### src/rtl/memtest_sweep_ctrl.sv
// memtest_sweep_ctrl
// Control block for the SDRAM memory tester: clock-step position, chip
// select, auto-sweep, PLL reconfiguration handshake, tester reset hold and
// BCD elapsed-time / mark-phase display counters.
// Optional feature macro: MEMTEST_AUTOSWEEP_EN enables the auto-sweep mode
// (cmd_auto and pass/fail driven step advance). Without it auto_mode is 0.

module memtest_sweep_ctrl #(
    parameter int              NUM_STEPS     = 38,
    parameter int              NUM_CHIPS     = 3,
    parameter int              BCD_DIGITS    = 4,
    parameter longint unsigned UNIT_CYCLES   = 64'd3_000_000_000,
    parameter longint unsigned BLINK_CYCLES  = 64'd5_000_000,
    parameter longint unsigned HOLD_CYCLES   = 64'd1_000_000,
    parameter int unsigned     AUTO_MIN_PASS = 1
) (
    input  logic                         clk,
    input  logic                         reset,
    input  logic                         cmd_up,
    input  logic                         cmd_down,
    input  logic                         cmd_retest,
    input  logic                         cmd_auto,
    input  logic                         cmd_chip,
    input  logic [31:0]                  pass_count,
    input  logic [31:0]                  fail_count,
    input  logic                         recfg_done,
    output logic                         recfg_req,
    output logic [$clog2(NUM_STEPS)-1:0] step,
    output logic [$clog2(NUM_CHIPS)-1:0] chip,
    output logic                         auto_mode,
    output logic                         tester_rst,
    output logic [4*BCD_DIGITS-1:0]      elapsed_bcd,
    output logic [2:0]                   mark_phase
);

    localparam int SW = $clog2(NUM_STEPS);
    localparam int CW = $clog2(NUM_CHIPS);
    localparam int DW = 4 * BCD_DIGITS;
    localparam int UW = (UNIT_CYCLES  > 64'd1) ? $clog2(UNIT_CYCLES)  : 1;
    localparam int BW = (BLINK_CYCLES > 64'd1) ? $clog2(BLINK_CYCLES) : 1;
    localparam int HW = (HOLD_CYCLES  > 64'd1) ? $clog2(HOLD_CYCLES)  : 1;

    localparam logic [SW-1:0] STEP_LAST  = SW'(NUM_STEPS - 1);
    localparam logic [CW-1:0] CHIP_LAST  = CW'(NUM_CHIPS - 1);
    localparam logic [UW-1:0] UNIT_LAST  = UW'(UNIT_CYCLES - 64'd1);
    localparam logic [BW-1:0] BLINK_LAST = BW'(BLINK_CYCLES - 64'd1);
    localparam logic [HW-1:0] HOLD_LOAD  = HW'(HOLD_CYCLES - 64'd1);

`ifdef MEMTEST_AUTOSWEEP_EN
    localparam logic AUTO_RESET = 1'b1;
`else
    localparam logic AUTO_RESET = 1'b0;
`endif

    typedef enum logic [1:0] {REQ, HOLD, RUN} state_t;

    state_t          state_q, state_d;
    logic [SW-1:0]   step_q, step_d;
    logic [CW-1:0]   chip_q, chip_d;
    logic            auto_q, auto_d;
    logic [HW-1:0]   holdCnt_q, holdCnt_d;
    logic [UW-1:0]   unitCnt_q, unitCnt_d;
    logic [BW-1:0]   blinkCnt_q, blinkCnt_d;
    logic [DW-1:0]   bcd_q, bcd_d;
    logic [2:0]      mark_q, mark_d;
    logic [3:0]      cmdHist_q;

    logic riseUp, riseDown, riseRetest, riseChip, riseAuto;
    logic autoAdvance;
    logic goReq;

    assign riseUp     = cmd_up     & ~cmdHist_q[3];
    assign riseDown   = cmd_down   & ~cmdHist_q[2];
    assign riseRetest = cmd_retest & ~cmdHist_q[1];
    assign riseChip   = cmd_chip   & ~cmdHist_q[0];

`ifdef MEMTEST_AUTOSWEEP_EN
    logic autoHist_q;

    // Edge-detect history for the auto-sweep command.
    always_ff @(posedge clk) begin
        if (reset) begin
            autoHist_q <= 1'b0;
        end else begin
            autoHist_q <= cmd_auto;
        end
    end

    assign riseAuto    = cmd_auto & ~autoHist_q;
    assign autoAdvance = (state_q == RUN) && auto_q && (fail_count != 32'd0) &&
                         (pass_count >= 32'(AUTO_MIN_PASS)) && (step_q != STEP_LAST);
`else
    logic unused_autosweep;

    assign riseAuto         = 1'b0;
    assign autoAdvance      = 1'b0;
    assign unused_autosweep = ^{cmd_auto, pass_count, fail_count};
`endif

    // Increment a packed BCD value; each digit 9 rolls to 0 and carries on.
    function automatic logic [DW-1:0] bcdInc(input logic [DW-1:0] v);
        logic [DW-1:0] r;
        logic          carry;
        r     = v;
        carry = 1'b1;
        for (int i = 0; i < BCD_DIGITS; i++) begin
            if (carry) begin
                if (r[4*i +: 4] == 4'd9) begin
                    r[4*i +: 4] = 4'd0;
                end else begin
                    r[4*i +: 4] = r[4*i +: 4] + 4'd1;
                    carry       = 1'b0;
                end
            end
        end
        return r;
    endfunction

    // Command decode, auto-advance, handshake sequencing and RUN-time counters.
    always_comb begin
        state_d    = state_q;
        step_d     = step_q;
        chip_d     = chip_q;
        auto_d     = auto_q;
        holdCnt_d  = holdCnt_q;
        unitCnt_d  = unitCnt_q;
        blinkCnt_d = blinkCnt_q;
        bcd_d      = bcd_q;
        mark_d     = mark_q;
        goReq      = 1'b0;

        if (riseChip) begin
            chip_d = (chip_q == CHIP_LAST) ? '0 : chip_q + CW'(1);
            goReq  = 1'b1;
        end

        if (riseAuto) begin
            step_d = '0;
            auto_d = 1'b1;
            goReq  = 1'b1;
        end else begin
            if (riseRetest || (riseUp && riseDown)) begin
                auto_d = 1'b0;
                goReq  = 1'b1;
            end
            if (riseUp && !riseDown && (step_q != STEP_LAST)) begin
                step_d = step_q + SW'(1);
                auto_d = 1'b0;
                goReq  = 1'b1;
            end
            if (riseDown && !riseUp && (step_q != '0)) begin
                step_d = step_q - SW'(1);
                auto_d = 1'b0;
                goReq  = 1'b1;
            end
        end

        if (goReq || autoAdvance) begin
            if (!goReq) begin
                step_d = step_q + SW'(1);
            end
            state_d    = REQ;
            unitCnt_d  = '0;
            blinkCnt_d = '0;
            bcd_d      = '0;
            mark_d     = '0;
        end else begin
            case (state_q)
                REQ: begin
                    unitCnt_d  = '0;
                    blinkCnt_d = '0;
                    bcd_d      = '0;
                    mark_d     = '0;
                    if (recfg_done) begin
                        state_d   = HOLD;
                        holdCnt_d = HOLD_LOAD;
                    end
                end
                HOLD: begin
                    unitCnt_d  = '0;
                    blinkCnt_d = '0;
                    bcd_d      = '0;
                    mark_d     = '0;
                    if (holdCnt_q == '0) begin
                        state_d = RUN;
                    end else begin
                        holdCnt_d = holdCnt_q - HW'(1);
                    end
                end
                RUN: begin
                    if (unitCnt_q == UNIT_LAST) begin
                        unitCnt_d = '0;
                        bcd_d     = bcdInc(bcd_q);
                    end else begin
                        unitCnt_d = unitCnt_q + UW'(1);
                    end
                    if (blinkCnt_q == BLINK_LAST) begin
                        blinkCnt_d = '0;
                        mark_d     = mark_q + 3'd1;
                    end else begin
                        blinkCnt_d = blinkCnt_q + BW'(1);
                    end
                end
                default: state_d = REQ;
            endcase
        end
    end

    // State register; reset wins over any command seen on the same edge.
    always_ff @(posedge clk) begin
        if (reset) begin
            state_q    <= REQ;
            step_q     <= '0;
            chip_q     <= '0;
            auto_q     <= AUTO_RESET;
            holdCnt_q  <= '0;
            unitCnt_q  <= '0;
            blinkCnt_q <= '0;
            bcd_q      <= '0;
            mark_q     <= '0;
            cmdHist_q  <= '0;
        end else begin
            state_q    <= state_d;
            step_q     <= step_d;
            chip_q     <= chip_d;
            auto_q     <= auto_d;
            holdCnt_q  <= holdCnt_d;
            unitCnt_q  <= unitCnt_d;
            blinkCnt_q <= blinkCnt_d;
            bcd_q      <= bcd_d;
            mark_q     <= mark_d;
            cmdHist_q  <= {cmd_up, cmd_down, cmd_retest, cmd_chip};
        end
    end

    assign recfg_req   = (state_q == REQ);
    assign tester_rst  = (state_q != RUN);
    assign step        = step_q;
    assign chip        = chip_q;
    assign auto_mode   = auto_q;
    assign elapsed_bcd = bcd_q;
    assign mark_phase  = mark_q;

endmodule

### config.mk
export PLATFORM = sky130hd
export DESIGN_NAME = memtest_sweep_ctrl
export DESIGN_NICKNAME = d
export VERILOG_FILES = /design/src/rtl/memtest_sweep_ctrl.sv
export SDC_FILE = /design/constraint.sdc
export NUM_CORES = 1
export LEC_CHECK = 0
export ABC_AREA = 1
export BUFFER_PORTS_ARGS = -buffer_cell sky130_fd_sc_hd__buf_4
export CAP_MARGIN = 10
export CORE_ASPECT_RATIO = 1.1
export CORE_MARGIN = 2
export CORE_UTILIZATION = 42
export CTS_CLUSTER_DIAMETER = 40
export CTS_CLUSTER_SIZE = 24
export DETAILED_ROUTE_END_ITERATION = 10
export PLACE_DENSITY = 0.61
export SLEW_MARGIN = 40
export SYNTH_ARGS = -nofsm -noshare
export SYNTH_HDL_FRONTEND = slang
export SYNTH_SLANG_ARGS = --single-unit
### constraint.sdc
create_clock -name clk -period 2.4 [get_ports clk]
set_input_delay 0.36 -clock clk [delete_from_list [all_inputs] [get_ports clk]]
set_output_delay 0.36 -clock clk [all_outputs]
set_load 0.02 [all_outputs]
Word level (Yosys, flattened, before mapping)
Index checks and enable logic that the tools add are counted.
{"block": "word_totals", "regBits": 108, "inputBits": 72, "out_inout_bits": 30, "elab_cells": 117}
{"block": "classes", "add_sub_neg": 11, "n_eq_ne": 19, "mux": 42, "bitwise": 10, "n_reduce_logical": 23}
{"op": "one-hot mux 32 bit (2 select lines)", "n": 1}
{"op": "one-hot mux 23 bit (2 select lines)", "n": 1}
{"op": "2-to-1 mux 20 bit", "n": 2}
{"op": "one-hot mux 20 bit (2 select lines)", "n": 1}
{"op": "adder 32 x 1 -> 32 bit (second input constant)", "n": 1}
{"op": "== test 32 bit (second input constant)", "n": 1}
{"op": "2-to-1 mux 32 bit", "n": 1}
{"op": "one-hot mux 16 bit (2 select lines)", "n": 1}
{"op": "2-to-1 mux 4 bit", "n": 7}
{"op": "adder 23 x 1 -> 23 bit (second input constant)", "n": 1}
{"op": "== test 23 bit (second input constant)", "n": 1}
{"op": "2-to-1 mux 23 bit", "n": 1}
{"op": "zero test 20 bit", "n": 1}
{"op": "subtractor 20 x 1 -> 20 bit (second input constant)", "n": 1}
{"op": "2-to-1 mux 1 bit", "n": 18}
{"op": "inequality test 2 bit (second input constant)", "n": 9}
{"op": "adder 4 x 1 -> 4 bit (second input constant)", "n": 4}
{"op": "== test 4 bit (second input constant)", "n": 4}
{"op": "2-to-1 mux 16 bit", "n": 1}
{"op": "2-to-1 mux 6 bit", "n": 2}
{"op": "AND reduction 3 bit", "n": 4}
{"op": "adder 6 x 1 -> 6 bit (second input constant)", "n": 1}
{"op": "2-to-1 mux 2 bit", "n": 3}
{"op": "inequality test 6 bit (second input constant)", "n": 1}
{"op": "19 further kinds", "n": 37}

Longest topological paths before layout
{"block": "logic_depth", "word_depth": 19, "depth_mapped": 13, "ltp_nobuf": 13}

Worst setup path before layout
No wires, ideal clock.
{"block": "synth_path", "path_kind": "register to register", "start": "register step_q[3], in the netlist step[3]", "end": "register step_q[5], in the netlist step[5]", "setup_time_ns": 0.115, "arrival_ns": 1.837, "t_required_ns": 2.285, "path_slack_ns": 0.448, "path_stages_with_launch": 13, "cell_sequence": "dfxtp_1 nor2_4 nand3_1 nand2_4 inv_1 ha_1 nand3_1 nand3_1 a21oi_1 nand2b_1 nand3_1 nand2_1 nor2_1"}
{"block": "synth_via", "elab_chain_len": 3, "elab_cells_between_ends": 9, "classes_between": "add/sub: 2; eq/ne: 1; mux: 2; reduce/logical: 4"}
{"item": "start, declared", "line": "58", "source": "logic [SW-1:0] step_q, step_d;"}
{"item": "start signal, assigned", "line": "224", "source": "step_q <= step_d;"}
{"item": "adder 6 x 1 -> 6 bit (tied with other cells)"}
{"item": "2-to-1 mux 6 bit (tied with other cells)", "line": "146", "source": "if (riseUp && !riseDown && (step_q != STEP_LAST)) begin"}
{"item": "2-to-1 mux 6 bit / nonzero test 2 bit (equally long branches)"}
Parallel ways exist; a longest one is shown, timed or not. The select of a mux whose other input is x is not followed.
A chain may end at the register's enable or synchronous reset.

Worst setup path in the final report
{"block": "layout_path", "start": "register blinkCnt_q[0]", "end": "register blinkCnt_q[10]"}
{"block": "layout_via", "elab_chain_len": 3, "elab_cells_between_ends": 4, "classes_between": "add/sub: 1; eq/ne: 1; mux: 2"}
{"item": "start, declared", "line": "63", "source": "logic [BW-1:0] blinkCnt_q, blinkCnt_d;"}
{"item": "start signal, assigned", "line": "229", "source": "blinkCnt_q <= blinkCnt_d;"}
{"item": "adder 23 x 1 -> 23 bit / == test 23 bit (equally long branches)", "line": "201, 197"}
{"item": "2-to-1 mux 23 bit (*)", "line": "197", "source": "if (blinkCnt_q == BLINK_LAST) begin"}
{"item": "one-hot mux 23 bit (2 select lines) (*)", "line": "168", "source": "case (state_q)"}
Mark *: on every way between the ends. The rest lies on a longest branch, timed or not.

==> summary.md <==
| Metric | Value |
|---|---|
| Max-Cap Viols | `0` |
| Total gr overflow | `0` |
| Syn Area/Cell | `approximately 6.4 µm²` |
| Yosys cell types | `47` |
| Leakage power | `2.83 nW` |
| Clock sinks | `between 100 and 150` |
| Final wirelength | `about 16000 µm` |
| I/O pin count | `102` |
| Root Buffer Master | `clkbuf_16` |
| Die ar. | `~17000 µm²` |
| Tightest Pin Transition | `789 ps` |
| Number of global-route vias before repair | `slightly below 6000` |
| Worst hold slack | `around 220 ps` |
| Hold WC Path Type | `input pin to flip-flop` |
| EDFF count, synth | `0` |
| Setup CP Type | `flip-flop to flip-flop` |
| Period utilization | `about nine tenths` |
| Final setup violation count | `0` |
| Worst ir drop on vdd | `0.280 mV` |
| Via count | `about 6500` |
| Clock buffer depth | `2` |
| Die H | `approximately 140 µm` |
| Overall Global Routing Usage | `between 10% and 20%` |
| # diodes | `0` |
| Hold Path End | `cmdHist_q[1]` |
| Status | `finished clean` |
| ANT nets after route | `0` |
| Layout Nets | `between 1000 and 1500` |
| I/O Buffers | `35` |
| Final worst setup slack | `approximately 270 ps` |
| Post-synthesis instance total | `between 1000 and 1500` |
| Clock transition at the registers of the reported paths | `around 70 ps` |
| Worst hold start | `cmd_retest` |
| Area grow syn2layout | `10.6%` |
| DRC | `0` |
| Router iterations before antenna repair | `4` |
| Cell area after synthesis | `just under 7000 µm²` |
| Die X | `~130 µm` |
| #FFs+latches synth | `~110` |
| Synth Net Count | `between 1000 and 1500` |
| Worst Path Required | `2690 ps` |
| R2R depth | `10` |
| CTS tree | `done` |
| Share of cells above drive strength 1 | `about an eighth` |
| Synthesis warning total | `0` |
| Post CTS Setup Buffer Count | `0` |
| Sequential-to-total area share from yosys stat | `about a third` |
| Worst R2R End | `blinkCnt_q[10]` |
| CP Capture Type | `flip-flop` |
| Wire length of the first global-routing pass | `27300 µm` |
| Fin crit period | `between 2000 and 2500 ps` |
| Flop2flop setup slack | `270 ps` |
| Max_slew headroom | `between 40% and 50%` |
| Crit-path max FO | `11` |
| Detailed placer's ending HPWL | `about 12000 µm` |
| Post_cts resized | `0` |
| Per-cell routed wire length | `between 10 and 15 µm` |
| Power Density | `between 500 and 600 nW/µm²` |
| Final setup skew | `about 9 ps` |
| Top FF cell, synth | `dfxtp_1` |
| Slowest cell on crit path | `nor2_1` |
| Met1 GRT Util | `26.1%` |
| Initial antenna violation count | `0` |
| GRT Max-Usage Layer | `met2` |
| Fmax | `between 400 and 500 MHz` |
| Worst EP arrival | `2420 ps` |
| CTS H-tree depth | `3` |
| Hold_buf cts | `0` |
| Yosys top cell area share | `31.8%` |
| Crit-path cells | `ha_1 -> nand2_1 -> nor2_1 -> nand2_1 -> inv_2 -> nand3_1 -> nor2_2 -> nor2_1 -> o21ai_0 -> a21oi_1` |
| Overall power | `about 4 mW` |
| Cts bufs inserted | `9` |
| Top post-synthesis cells by area | `dfxtp_1, nand2_1, nor2_1` |
| RePlAce Congestion | `roughly 0.84` |
| DRT iter0 DRCs | `404` |
| Core area | `~16000 µm²` |
| Clock Latency Late Sink | `between 300 and 400 ps` |
| Reg2reg start | `blinkCnt_q[0]` |
| Met3 Track Usage GR | `under 10%` |
| Met2 Use GR | `about a third` |
| Pre-CTS WS | `about 250 ps` |
| Fin. Hold Viols | `0` |
| Cell taking the most area after synthesis | `dfxtp_1` |
| Via-to-Cell Ratio | `approximately 5` |
| Hold path cells | `3` |
| Slew Viols, Final | `0` |
| Largest stage delay on the critical path | `around 600 ps` |
| Num rows | `48` |
| Total Neg Setup Slack | `0 ps` |
| Largest net degree at the start of global routing | `42` |
| Fill count | `around 1700` |
| RSZ-0062 raised after global routing | `false` |
| Initial core utilization | `43.2%` |
| CP Launch Type | `flip-flop` |
| Async set or reset register ratio after synthesis | `0%` |
[stage by stage]
| stage | utilization, % | instances | instance area, µm² |
|---|---|---|---|
| after floorplan | - | 1062 | 6790 |
| after global placement | 46.0 | 1282 | 7240 |
| after detailed placement | 46.0 | 1282 | 7240 |
| after CTS | 47.7 | 1297 | 7510 |
| after global routing | 47.7 | 1297 | 7510 |
| final | 47.7 | 1297 | 7510 |
[report_power, final]
part,switching (mW),total (mW),internal (mW)
sequential,0.0489,1.88,1.83
clock,0.698,1.43,0.734
combinational,0.377,0.588,0.211
[final cells by class]
| type | count | area, µm² | area share, % |
|---|---|---|---|
| clock buffer | 12 | 246 | 3.28 |
| clock inverter | 3 | 22.5 | 0.300 |
| inverter | 114 | 430 | 5.73 |
| multi-input combinational | 813 | 4030 | 53.7 |
| sequential | 108 | 2160 | 28.8 |
| tap | 200 | 250 | 3.33 |
| timing repair buffer | 47 | 365 | 4.87 |
[how the worst max path moves through the flow]
stage / cells after the start / start / endpoint
2_1_floorplan: 12 / step[3] / step[5]
3_3_place_gp: 10 / blinkCnt_q[0] / blinkCnt_q[10]
3_5_place_dp: 10 / blinkCnt_q[0] / blinkCnt_q[10]
4_1_cts: 10 / blinkCnt_q[0] / blinkCnt_q[10]
5_1_grt: 10 / blinkCnt_q[0] / blinkCnt_q[8]
6_report: 10 / blinkCnt_q[0] / blinkCnt_q[10]
[Yosys cell counts, types with 6 or more instances]
master	n
o21ai_0	27
nand2_1	304
nor2_2	9
buf_2	8
inv_2	12
nand3_1	83
dfxtp_1	108
buf_4	6
nand2_2	18
xnor2_1	7
ha_1	17
nor2_1	160
xor2_1	17
inv_1	100
a21oi_1	73
or2_2	6
nor2_4	7
nand4_1	19
a21oi_2	10
nor3_1	18
[logic make-up (layout without fill, tap and decap cells)]
logic type               after synthesis  after routing  share of synthesized area, %
XOR/XNOR                              24             24                          3.10
AND/OR/NAND/NOR                      644            644                          42.5
flip-flops                           108            108                          31.8
AO/OA/AOI/OAI                        126            126                          10.3
adder cells (fa/ha/maj)               18             18                          3.43
buffers and inverters                141            176                          8.79
other                                  1              1                        0.0552
[state kept, by name, summed over array words and instances (netlist names)]
name / count
holdCnt_q: 20
step: 6
unitCnt_q: 32
chip: 2
blinkCnt_q: 23
mark_phase: 3
state_q: 2
cmdHist_q: 4
elapsed_bcd: 16
[layer usage]
metal	vias to the layer above	part of all wire (%)
li1	3440	-
met1	2934	51
met2	102	44
met3	17	3.4
met4	0	1.6
met5	-	0
[placed cells by master, fill, tap and decap left out, types with 18 or more instances in the layout]
master / Yosys / layout
a21oi_1: 73 / 73
buf_4: 6 / 46
dfxtp_1: 108 / 108
inv_1: 100 / 100
nand2_1: 304 / 304
nand2_2: 18 / 18
nand3_1: 83 / 83
nand4_1: 19 / 19
nor2_1: 160 / 160
nor3_1: 18 / 18
o21ai_0: 27 / 27
[critical path: cells and delay by family (launching register included)]
family / cells / cell delay [ps]
compound gates: 2 / 370
simple gates: 6 / 1080
buf+inv: 1 / 40
fa+ha+maj: 1 / 230
flops: 1 / 340
No activity file was read; power rests on OpenSTA's default activity.
